--- config.mk ---
export PLATFORM = sky130hd
export DESIGN_NAME = dram_ctrl_flat
export DESIGN_NICKNAME = d
export VERILOG_FILES = /design/src/rtl/dram_pkg.sv /design/src/rtl/dram_if.sv /design/src/rtl/dram_timer.sv /design/src/rtl/dram_ctrl.sv /design/src/flat_wrapper.sv
export SDC_FILE = /design/constraint.sdc
export NUM_CORES = 1
export LEC_CHECK = 0
export ABC_AREA = 1
export CORE_MARGIN = 2
export CORE_UTILIZATION = 50
export DETAILED_ROUTE_END_ITERATION = 6
export PLACE_DENSITY = 0.76
export SLEW_MARGIN = 0
export SYNTH_ARGS = -nofsm -noshare
export SYNTH_HDL_FRONTEND = slang
export SYNTH_SLANG_ARGS = --single-unit
--- constraint.sdc ---
create_clock -name clk -period 2.2 [get_ports clk]
set_clock_uncertainty 0.05 [all_clocks]
set_input_delay 0.55 -clock clk [delete_from_list [all_inputs] [get_ports clk]]
set_output_delay 0.55 -clock clk [all_outputs]
set_load 0.02 [all_outputs]
--- src/rtl/dram_pkg.sv ---
`default_nettype none
// ============================================================================
// dram_pkg : shared types and widths for the host-side DRAM controller
// Revision : 1.0
// ============================================================================
package dram_pkg;

    localparam int ROW_W  = 6;
    localparam int COL_W  = 5;
    localparam int DATA_W = 8;
    localparam int ADDR_W = ROW_W + COL_W;
    localparam int TMR_W  = 4;

    typedef enum logic [1:0] {
        ACT   = 2'b00,
        READ  = 2'b01,
        WRITE = 2'b10,
        PRE   = 2'b11
    } dram_cmd_e;

    typedef enum logic [2:0] {
        ST_IDLE,
        ST_PRE,
        ST_TRP,
        ST_ACT,
        ST_TRCD,
        ST_ACCESS,
        ST_RD_WAIT,
        ST_RD_CAP
    } ctrl_state_e;

    // A phase of N cycles includes the cycle that loads the timer.
    function automatic logic [TMR_W-1:0] tmr_len(input int cycles);
        return TMR_W'(cycles - 1);
    endfunction

endpackage
`default_nettype wire

--- src/rtl/dram_if.sv ---
`default_nettype none
// ============================================================================
// dram_if : host request/response bus plus DRAM command bus
// Revision : 1.0
// ============================================================================
interface dram_if;
    import dram_pkg::*;

    logic                 req_valid;
    logic                 req_ready;
    logic                 req_write;
    logic [ADDR_W-1:0]    req_addr;
    logic [DATA_W-1:0]    req_wdata;
    logic                 rsp_valid;
    logic [DATA_W-1:0]    rsp_data;
    logic                 rsp_err;
    dram_cmd_e            dram_cmd;
    logic [ROW_W-1:0]     dram_row;
    logic [COL_W-1:0]     dram_col;
    logic [DATA_W-1:0]    dram_wr_data;
    logic [DATA_W-1:0]    dram_rd_data;
    logic                 dram_valid;
    logic                 row_open;
    logic [ROW_W-1:0]     open_row;

    modport master (
        output req_valid, req_write, req_addr, req_wdata, dram_rd_data, dram_valid,
        input  req_ready, rsp_valid, rsp_data, rsp_err, dram_cmd, dram_row,
               dram_col, dram_wr_data, row_open, open_row
    );

    modport slave (
        input  req_valid, req_write, req_addr, req_wdata, dram_rd_data, dram_valid,
        output req_ready, rsp_valid, rsp_data, rsp_err, dram_cmd, dram_row,
               dram_col, dram_wr_data, row_open, open_row
    );

endinterface
`default_nettype wire

--- src/rtl/dram_timer.sv ---
`default_nettype none
// ============================================================================
// dram_timer : loadable down-counter, done while the count sits at zero
// Revision : 1.0
// ============================================================================
module dram_timer #(
    parameter int WIDTH = 4
) (
    input  wire logic             clk,
    input  wire logic             rst_n,
    input  wire logic             load_i,
    input  wire logic [WIDTH-1:0] load_val_i,
    output logic                  done_o
);

    logic [WIDTH-1:0] cnt_q;

    always_ff @(posedge clk or negedge rst_n) begin
        if (!rst_n) begin
            cnt_q <= '0;
        end else if (load_i) begin
            cnt_q <= load_val_i;
        end else if (cnt_q != '0) begin
            cnt_q <= cnt_q - WIDTH'(1);
        end
    end

    assign done_o = (cnt_q == '0);

endmodule
`default_nettype wire

--- src/rtl/dram_ctrl.sv ---
`default_nettype none
// ============================================================================
// dram_ctrl : open-page single-bank DRAM controller, one request in flight
// Revision : 1.0
// ============================================================================
module dram_ctrl
    import dram_pkg::*;
#(
    parameter int T_RCD      = 2,
    parameter int T_RP       = 2,
    parameter int IDLE_CLOSE = 16,
    parameter int RD_TIMEOUT = 4
) (
    input  wire logic clk,
    input  wire logic rst_n,
    dram_if.slave     bus
);

    localparam int             ICW        = (IDLE_CLOSE < 2) ? 1 : $clog2(IDLE_CLOSE + 1);
    localparam logic [ICW-1:0] IDLE_LIMIT = ICW'(IDLE_CLOSE);

    ctrl_state_e       state_q, state_d;
    logic              row_open_q, row_open_d;
    logic [ROW_W-1:0]  open_row_q, open_row_d;
    logic [ICW-1:0]    idle_cnt_q, idle_cnt_d;
    dram_cmd_e         cmd_q, cmd_d;
    logic [ROW_W-1:0]  row_q, row_d;
    logic [COL_W-1:0]  col_q, col_d;
    logic [DATA_W-1:0] wdata_q, wdata_d;
    logic              rsp_valid_q, rsp_valid_d;
    logic              rsp_err_q, rsp_err_d;
    logic [DATA_W-1:0] rsp_data_q, rsp_data_d;
    logic              rq_write_q, rq_write_d;
    logic [ROW_W-1:0]  rq_row_q, rq_row_d;
    logic [COL_W-1:0]  rq_col_q, rq_col_d;
    logic [DATA_W-1:0] rq_wdata_q, rq_wdata_d;

    logic              accept;
    logic              go_pre, go_act, go_acc;
    logic              tmr_load, tmr_done;
    logic [TMR_W-1:0]  tmr_val;

    assign accept = bus.req_valid && (state_q == ST_IDLE);

    dram_timer #(.WIDTH(TMR_W)) u_timer (
        .clk        (clk),
        .rst_n      (rst_n),
        .load_i     (tmr_load),
        .load_val_i (tmr_val),
        .done_o     (tmr_done)
    );

    always_comb begin
        state_d     = state_q;
        row_open_d  = row_open_q;
        open_row_d  = open_row_q;
        idle_cnt_d  = idle_cnt_q;
        rq_write_d  = rq_write_q;
        rq_row_d    = rq_row_q;
        rq_col_d    = rq_col_q;
        rq_wdata_d  = rq_wdata_q;
        rsp_valid_d = 1'b0;
        rsp_err_d   = 1'b0;
        rsp_data_d  = rsp_data_q;
        tmr_load    = 1'b0;
        tmr_val     = '0;
        go_pre      = 1'b0;
        go_act      = 1'b0;
        go_acc      = 1'b0;
        cmd_d       = PRE;
        row_d       = '0;
        col_d       = '0;
        wdata_d     = '0;

        unique case (state_q)
            ST_IDLE: begin
                if (accept) begin
                    rq_write_d = bus.req_write;
                    rq_row_d   = bus.req_addr[ADDR_W-1:COL_W];
                    rq_col_d   = bus.req_addr[COL_W-1:0];
                    rq_wdata_d = bus.req_wdata;
                    idle_cnt_d = '0;
                    if (row_open_q && (rq_row_d == open_row_q)) begin
                        state_d = ST_ACCESS;
                        go_acc  = 1'b1;
                    end else if (row_open_q) begin
                        state_d = ST_PRE;
                        go_pre  = 1'b1;
                    end else begin
                        state_d = ST_ACT;
                        go_act  = 1'b1;
                    end
                end else if (row_open_q) begin
                    // Auto-close stays in IDLE; a same-edge accept above takes priority.
                    if ((IDLE_CLOSE != 0) && ((idle_cnt_q + ICW'(1)) == IDLE_LIMIT)) begin
                        go_pre     = 1'b1;
                        idle_cnt_d = '0;
                    end else begin
                        idle_cnt_d = idle_cnt_q + ICW'(1);
                    end
                end else begin
                    idle_cnt_d = '0;
                end
            end
            ST_PRE, ST_TRP: begin
                if (tmr_done) begin
                    state_d = ST_ACT;
                    go_act  = 1'b1;
                end else begin
                    state_d = ST_TRP;
                end
            end
            ST_ACT, ST_TRCD: begin
                if (tmr_done) begin
                    state_d = ST_ACCESS;
                    go_acc  = 1'b1;
                end else begin
                    state_d = ST_TRCD;
                end
            end
            ST_ACCESS: begin
                if (rq_write_q) begin
                    state_d = ST_IDLE;
                end else begin
                    state_d  = ST_RD_WAIT;
                    tmr_load = 1'b1;
                    tmr_val  = tmr_len(RD_TIMEOUT);
                end
            end
            ST_RD_WAIT: begin
                if (bus.dram_valid) begin
                    state_d = ST_RD_CAP;
                end else if (tmr_done) begin
                    state_d     = ST_IDLE;
                    rsp_valid_d = 1'b1;
                    rsp_err_d   = 1'b1;
                    rsp_data_d  = '0;
                end
            end
            ST_RD_CAP: begin
                state_d     = ST_IDLE;
                rsp_valid_d = 1'b1;
                rsp_data_d  = bus.dram_rd_data;
            end
            default: state_d = ST_IDLE;
        endcase

        // Command registers are loaded with what the next cycle must drive.
        if (go_pre) begin
            cmd_d      = PRE;
            row_open_d = 1'b0;
            tmr_load   = 1'b1;
            tmr_val    = tmr_len(T_RP);
        end else if (go_act) begin
            cmd_d      = ACT;
            row_d      = rq_row_d;
            row_open_d = 1'b1;
            open_row_d = rq_row_d;
            tmr_load   = 1'b1;
            tmr_val    = tmr_len(T_RCD);
        end else if (go_acc) begin
            cmd_d   = rq_write_d ? WRITE : READ;
            row_d   = rq_row_d;
            col_d   = rq_col_d;
            wdata_d = rq_write_d ? rq_wdata_d : '0;
        end else if (row_open_d) begin
            cmd_d = ACT;
            row_d = open_row_d;
        end
    end

    always_ff @(posedge clk or negedge rst_n) begin
        if (!rst_n) begin
            state_q     <= ST_IDLE;
            row_open_q  <= 1'b0;
            open_row_q  <= '0;
            idle_cnt_q  <= '0;
            cmd_q       <= PRE;
            row_q       <= '0;
            col_q       <= '0;
            wdata_q     <= '0;
            rsp_valid_q <= 1'b0;
            rsp_err_q   <= 1'b0;
            rsp_data_q  <= '0;
            rq_write_q  <= 1'b0;
            rq_row_q    <= '0;
            rq_col_q    <= '0;
            rq_wdata_q  <= '0;
        end else begin
            state_q     <= state_d;
            row_open_q  <= row_open_d;
            open_row_q  <= open_row_d;
            idle_cnt_q  <= idle_cnt_d;
            cmd_q       <= cmd_d;
            row_q       <= row_d;
            col_q       <= col_d;
            wdata_q     <= wdata_d;
            rsp_valid_q <= rsp_valid_d;
            rsp_err_q   <= rsp_err_d;
            rsp_data_q  <= rsp_data_d;
            rq_write_q  <= rq_write_d;
            rq_row_q    <= rq_row_d;
            rq_col_q    <= rq_col_d;
            rq_wdata_q  <= rq_wdata_d;
        end
    end

    assign bus.req_ready    = (state_q == ST_IDLE);
    assign bus.rsp_valid    = rsp_valid_q;
    assign bus.rsp_err      = rsp_err_q;
    assign bus.rsp_data     = rsp_data_q;
    assign bus.dram_cmd     = cmd_q;
    assign bus.dram_row     = row_q;
    assign bus.dram_col     = col_q;
    assign bus.dram_wr_data = wdata_q;
    assign bus.row_open     = row_open_q;
    assign bus.open_row     = open_row_q;

endmodule
`default_nettype wire

--- src/flat_wrapper.sv ---
// flat-port wrapper written by rule: the top's interface ports become plain ports
module dram_ctrl_flat import dram_pkg::*;
#(
    parameter int T_RCD      = 2,
    parameter int T_RP       = 2,
    parameter int IDLE_CLOSE = 16,
    parameter int RD_TIMEOUT = 4
)
  (clk, rst_n, bus_req_valid, bus_req_write, bus_req_addr, bus_req_wdata, bus_dram_rd_data, bus_dram_valid, bus_req_ready, bus_rsp_valid, bus_rsp_data, bus_rsp_err, bus_dram_cmd, bus_dram_row, bus_dram_col, bus_dram_wr_data, bus_row_open, bus_open_row);
  dram_if bus_i ();
  input  wire logic clk;
  input  wire logic rst_n;
  input wire logic [$bits(bus_i.req_valid)-1:0] bus_req_valid;
  input wire logic [$bits(bus_i.req_write)-1:0] bus_req_write;
  input wire logic [$bits(bus_i.req_addr)-1:0] bus_req_addr;
  input wire logic [$bits(bus_i.req_wdata)-1:0] bus_req_wdata;
  input wire logic [$bits(bus_i.dram_rd_data)-1:0] bus_dram_rd_data;
  input wire logic [$bits(bus_i.dram_valid)-1:0] bus_dram_valid;
  output wire logic [$bits(bus_i.req_ready)-1:0] bus_req_ready;
  output wire logic [$bits(bus_i.rsp_valid)-1:0] bus_rsp_valid;
  output wire logic [$bits(bus_i.rsp_data)-1:0] bus_rsp_data;
  output wire logic [$bits(bus_i.rsp_err)-1:0] bus_rsp_err;
  output wire logic [$bits(bus_i.dram_cmd)-1:0] bus_dram_cmd;
  output wire logic [$bits(bus_i.dram_row)-1:0] bus_dram_row;
  output wire logic [$bits(bus_i.dram_col)-1:0] bus_dram_col;
  output wire logic [$bits(bus_i.dram_wr_data)-1:0] bus_dram_wr_data;
  output wire logic [$bits(bus_i.row_open)-1:0] bus_row_open;
  output wire logic [$bits(bus_i.open_row)-1:0] bus_open_row;
  assign bus_i.req_valid = bus_req_valid;
  assign bus_i.req_write = bus_req_write;
  assign bus_i.req_addr = bus_req_addr;
  assign bus_i.req_wdata = bus_req_wdata;
  assign bus_i.dram_rd_data = bus_dram_rd_data;
  assign bus_i.dram_valid = bus_dram_valid;
  assign bus_req_ready = bus_i.req_ready;
  assign bus_rsp_valid = bus_i.rsp_valid;
  assign bus_rsp_data = bus_i.rsp_data;
  assign bus_rsp_err = bus_i.rsp_err;
  assign bus_dram_cmd = bus_i.dram_cmd;
  assign bus_dram_row = bus_i.dram_row;
  assign bus_dram_col = bus_i.dram_col;
  assign bus_dram_wr_data = bus_i.dram_wr_data;
  assign bus_row_open = bus_i.row_open;
  assign bus_open_row = bus_i.open_row;
  dram_ctrl #(.T_RCD(T_RCD), .T_RP(T_RP), .IDLE_CLOSE(IDLE_CLOSE), .RD_TIMEOUT(RD_TIMEOUT)) u_core (.clk(clk), .rst_n(rst_n), .bus(bus_i));
endmodule
==> summary.md <==
| Metric | Value |
|---|---|
| Worst Tran Pin Value | 0.483 ns |
| Vias in the first global route | 2510 |
| # IOs | 71 |
| Starting DRT DRC Count | 153 |
| Fin area | 0.00415 mm^2 |
| Slowest stage delay, CP | 0.61 ns |
| Total power | 0.00534 W |
| Largest area contributor in the netlist | dfrtp_1 |
| Crit end category | output port |
| Inserted Diodes | 0 |
| First-pass GRT wire length | 11.6 mm |
| Period utilization | 94.3% |
| Period minus WS final | 2.08 ns |
| Power Density | 1290 mW/mm^2 |
| Vias per inst | 4.90 |
| Drt pass-1 iters | 4 |
| MaxCap Viol Count | 0 |
| Register Area | 0.00175 mm^2 |
| YS warnings | 0 |
| Die area | 0.00689 mm^2 |
| Highest-count cells in the layout ignoring fill and taps | 91 x nand2_1, 68 x clkdlybuf4s50_1, 68 x dfrtp_1 |
| Final worst slack | 0.124 ns |
| Final hold viol count | 0 |
| Antenna Nets Post-Route | 0 |
| Syn Std Cell Area | 0.00312 mm^2 |
| I/O Buffers | 70 |
| Initial antenna violation count | 0 |
| Net Count, Synth | 389 |
| Hold Buf Count CTS | 0 |
| Number of CTS-inserted buffers | 9 |
| Placer Congestion | 0.780 |
| DR vias | 2536 |
| Dpl hpwl | 4.79 mm |
| Crit path DAT | 1.48 ns |
| Maximum vdd drop | 885 uV |
| Area share of the leading cell type in the synthesized netlist | 54.5% |
| Fill count | 484 |
| FP Rows | 28 |
| CTS max path bufs | 2 |
| Yosys reg bits | 70 |
| Clock root buffer master | clkbuf_8 |
| Setup crit start kind | register |
| Setup violations, final | 0 |
| Async set or reset register ratio after synthesis | 100% |
| Multi-input logic area | 0.00111 mm^2 |
| # Post-CTS Setup Buffers | 0 |
| Layout area overhead | 32.7% |
| Crit Path Max Fanout | 1 |
| Post-Route WL | 6.66 mm |
| CTS Sinks | 70 |
| Core ar. | 0.00599 mm^2 |
| All-Layer GR Usage | 20.9% |
| DR WL/cell | 12.9 um |
| Largest net degree at the start of global routing | 30 |
| Post-CTS sizing | 1 |
| Hold WC Path Type | in2async |
| Worst path top cell family by delay | buffers and inverters |
| Crit Path Class | reg2out |
| Synth area leaders | dfrtp_1 54%, nand2_1 11%, inv_1 5.8%, nand3_1 3.8%, nor2_1 3.8% |
| Avg Inst Size Synth | 8.80 um^2 |
| Status | complete, no violations |
| Unrepaired setup endpoints after global routing | false |
| Synth Flop Type | dfrtp_1 |
| Layout cells sized above 1 | 11.5% |
| Setup TNS | 0 ns |
| Max H-tree Level | 3 |
| Final Net Count | 472 |
| Peak Freq | 0.482 GHz |
| Overflow left after global routing | 0 |
| Leak pwr | 2.17 nW |
| Required time of the critical path | 1.60 ns |
| Crit-path cells | clkdlybuf4s50_1 |
| Die Ht | 83.0 um |
| Placed Area | 0.00396 mm^2 |
| Clock insertion delay at the later pin of the skew report | 0.34 ns |
| Sequential-to-total area share from yosys stat | 56.2% |
| Clock-pin slew on the worst setup and hold paths | 0.08 ns |
| Residual DRC | 0 |
| Dpl ws | -0.00445 ns |
| Slew headroom | 67.8% |
| Cell variety after synth | 34 |
| CTS tree | built |
| Worst path bufs/invs | 1 |
| Slowest CP cell | clkdlybuf4s50_1 |
| Max Slew Vio Count | 0 |
| Starting Density | 52.1% |
| Post-Syn Instances | 355 |
| Number of flops mapped to enable cells by yosys | 0 |
| Commonest non-fill, non-tap cell in the layout | nand2_1 |
| Die W | 83.0 um |
[synth_stat cells, types with 2 or more instances]
cell type,number
dfrtp_1,68
dfstp_2,2
clkbuf_1,2
nand2_1,91
a21oi_1,10
nand2_4,3
xnor2_1,3
inv_1,48
buf_4,3
o21ai_1,11
o21ai_0,14
nand4_1,6
xor2_1,6
ha_1,2
nor3_1,2
o21bai_1,2
buf_2,3
nor2_1,32
nand3_1,24
inv_2,5
o21ai_2,5
[cells by family (layout without fill, tap and decap cells)]
family | Yosys count | after routing | synth area share (%)
AOI/OAI and AO/OA | 46 | 46 | 8.57
DFF | 70 | 70 | 56.2
adders and majority gates | 2 | 2 | 0.801
xor gates and xnor gates | 9 | 9 | 2.52
buffers and inverters | 63 | 151 | 8.37
and+or+nand+nor | 165 | 165 | 23.6
[stage by stage]
step / instances / utilization (%) / hold slack (ns)
after floorplan: 355 / - / 0.204
after global placement: 502 / 66.2 / 0.398
after detailed placement: 502 / 66.2 / 0.404
after CTS: 518 / 69.2 / 0.113
after global routing: 518 / 69.2 / 0.133
final: 518 / 69.2 / 0.108
[sequential cells by signal, summed over array words and instances, names as in the netlist]
signal / cells
u_core.bus.dram_wr_data: 8
u_core.bus.rsp_data: 8
u_core.rq_wdata_q: 8
u_core.bus.dram_row: 6
u_core.bus.open_row: 6
u_core.rq_row_q: 6
u_core.bus.dram_col: 5
u_core.idle_cnt_q: 5
u_core.rq_col_q: 5
u_core.u_timer.cnt_q: 4
u_core.state_q: 3
u_core.bus.dram_cmd: 2
u_core.bus.row_open: 1
u_core.bus.rsp_err: 1
u_core.bus.rsp_valid: 1
u_core.rq_write_q: 1
[metal layers]
layer | share of wire (%) | vias to the layer above | routed length [um] | GRT usage, %
met5 | 0 | - | 0 | 0
met4 | 1.6 | 0 | 106 | 8.79
met3 | 5.3 | 9 | 356 | 4.97
met2 | 48 | 70 | 3170 | 32.8
met1 | 46 | 1177 | 3030 | 27.8
li1 | - | 1280 | - | -
[power breakdown]
part	switching [W]	internal (W)	leakage [nW]
clock	0.000512	0.000445	0.0853
sequential	0.000244	0.00175	0.903
combinational	0.00140	0.000994	1.18
total	0.00216	0.00319	2.17
[layout make-up]
class	instances	share of cell area, %
clock buffer	10	3.32
sequential	70	42.3
multi-input combinational	222	26.7
clock inverter	6	1.09
inverter	54	4.95
timing repair buffer	81	19.3
tap	75	2.26
[final timing paths]
path,slack [ns],from,depth (start not counted),endpoint
max,0.12,u_core.bus.dram_cmd[0],1,bus_dram_cmd[0]
min,0.11,rst_n,1,u_core.bus.rsp_err
max reg2reg,0.30,u_core.state_q[0],8,u_core.bus.dram_row[0]
min reg2reg,0.43,u_core.rq_wdata_q[6],2,u_core.rq_wdata_q[6]
max in group asynchronous,1.25,rst_n,2,u_core.rq_wdata_q[3]
min in group clk,0.43,u_core.rq_wdata_q[6],2,u_core.rq_wdata_q[6]
(Power assumes the default switching activity.)
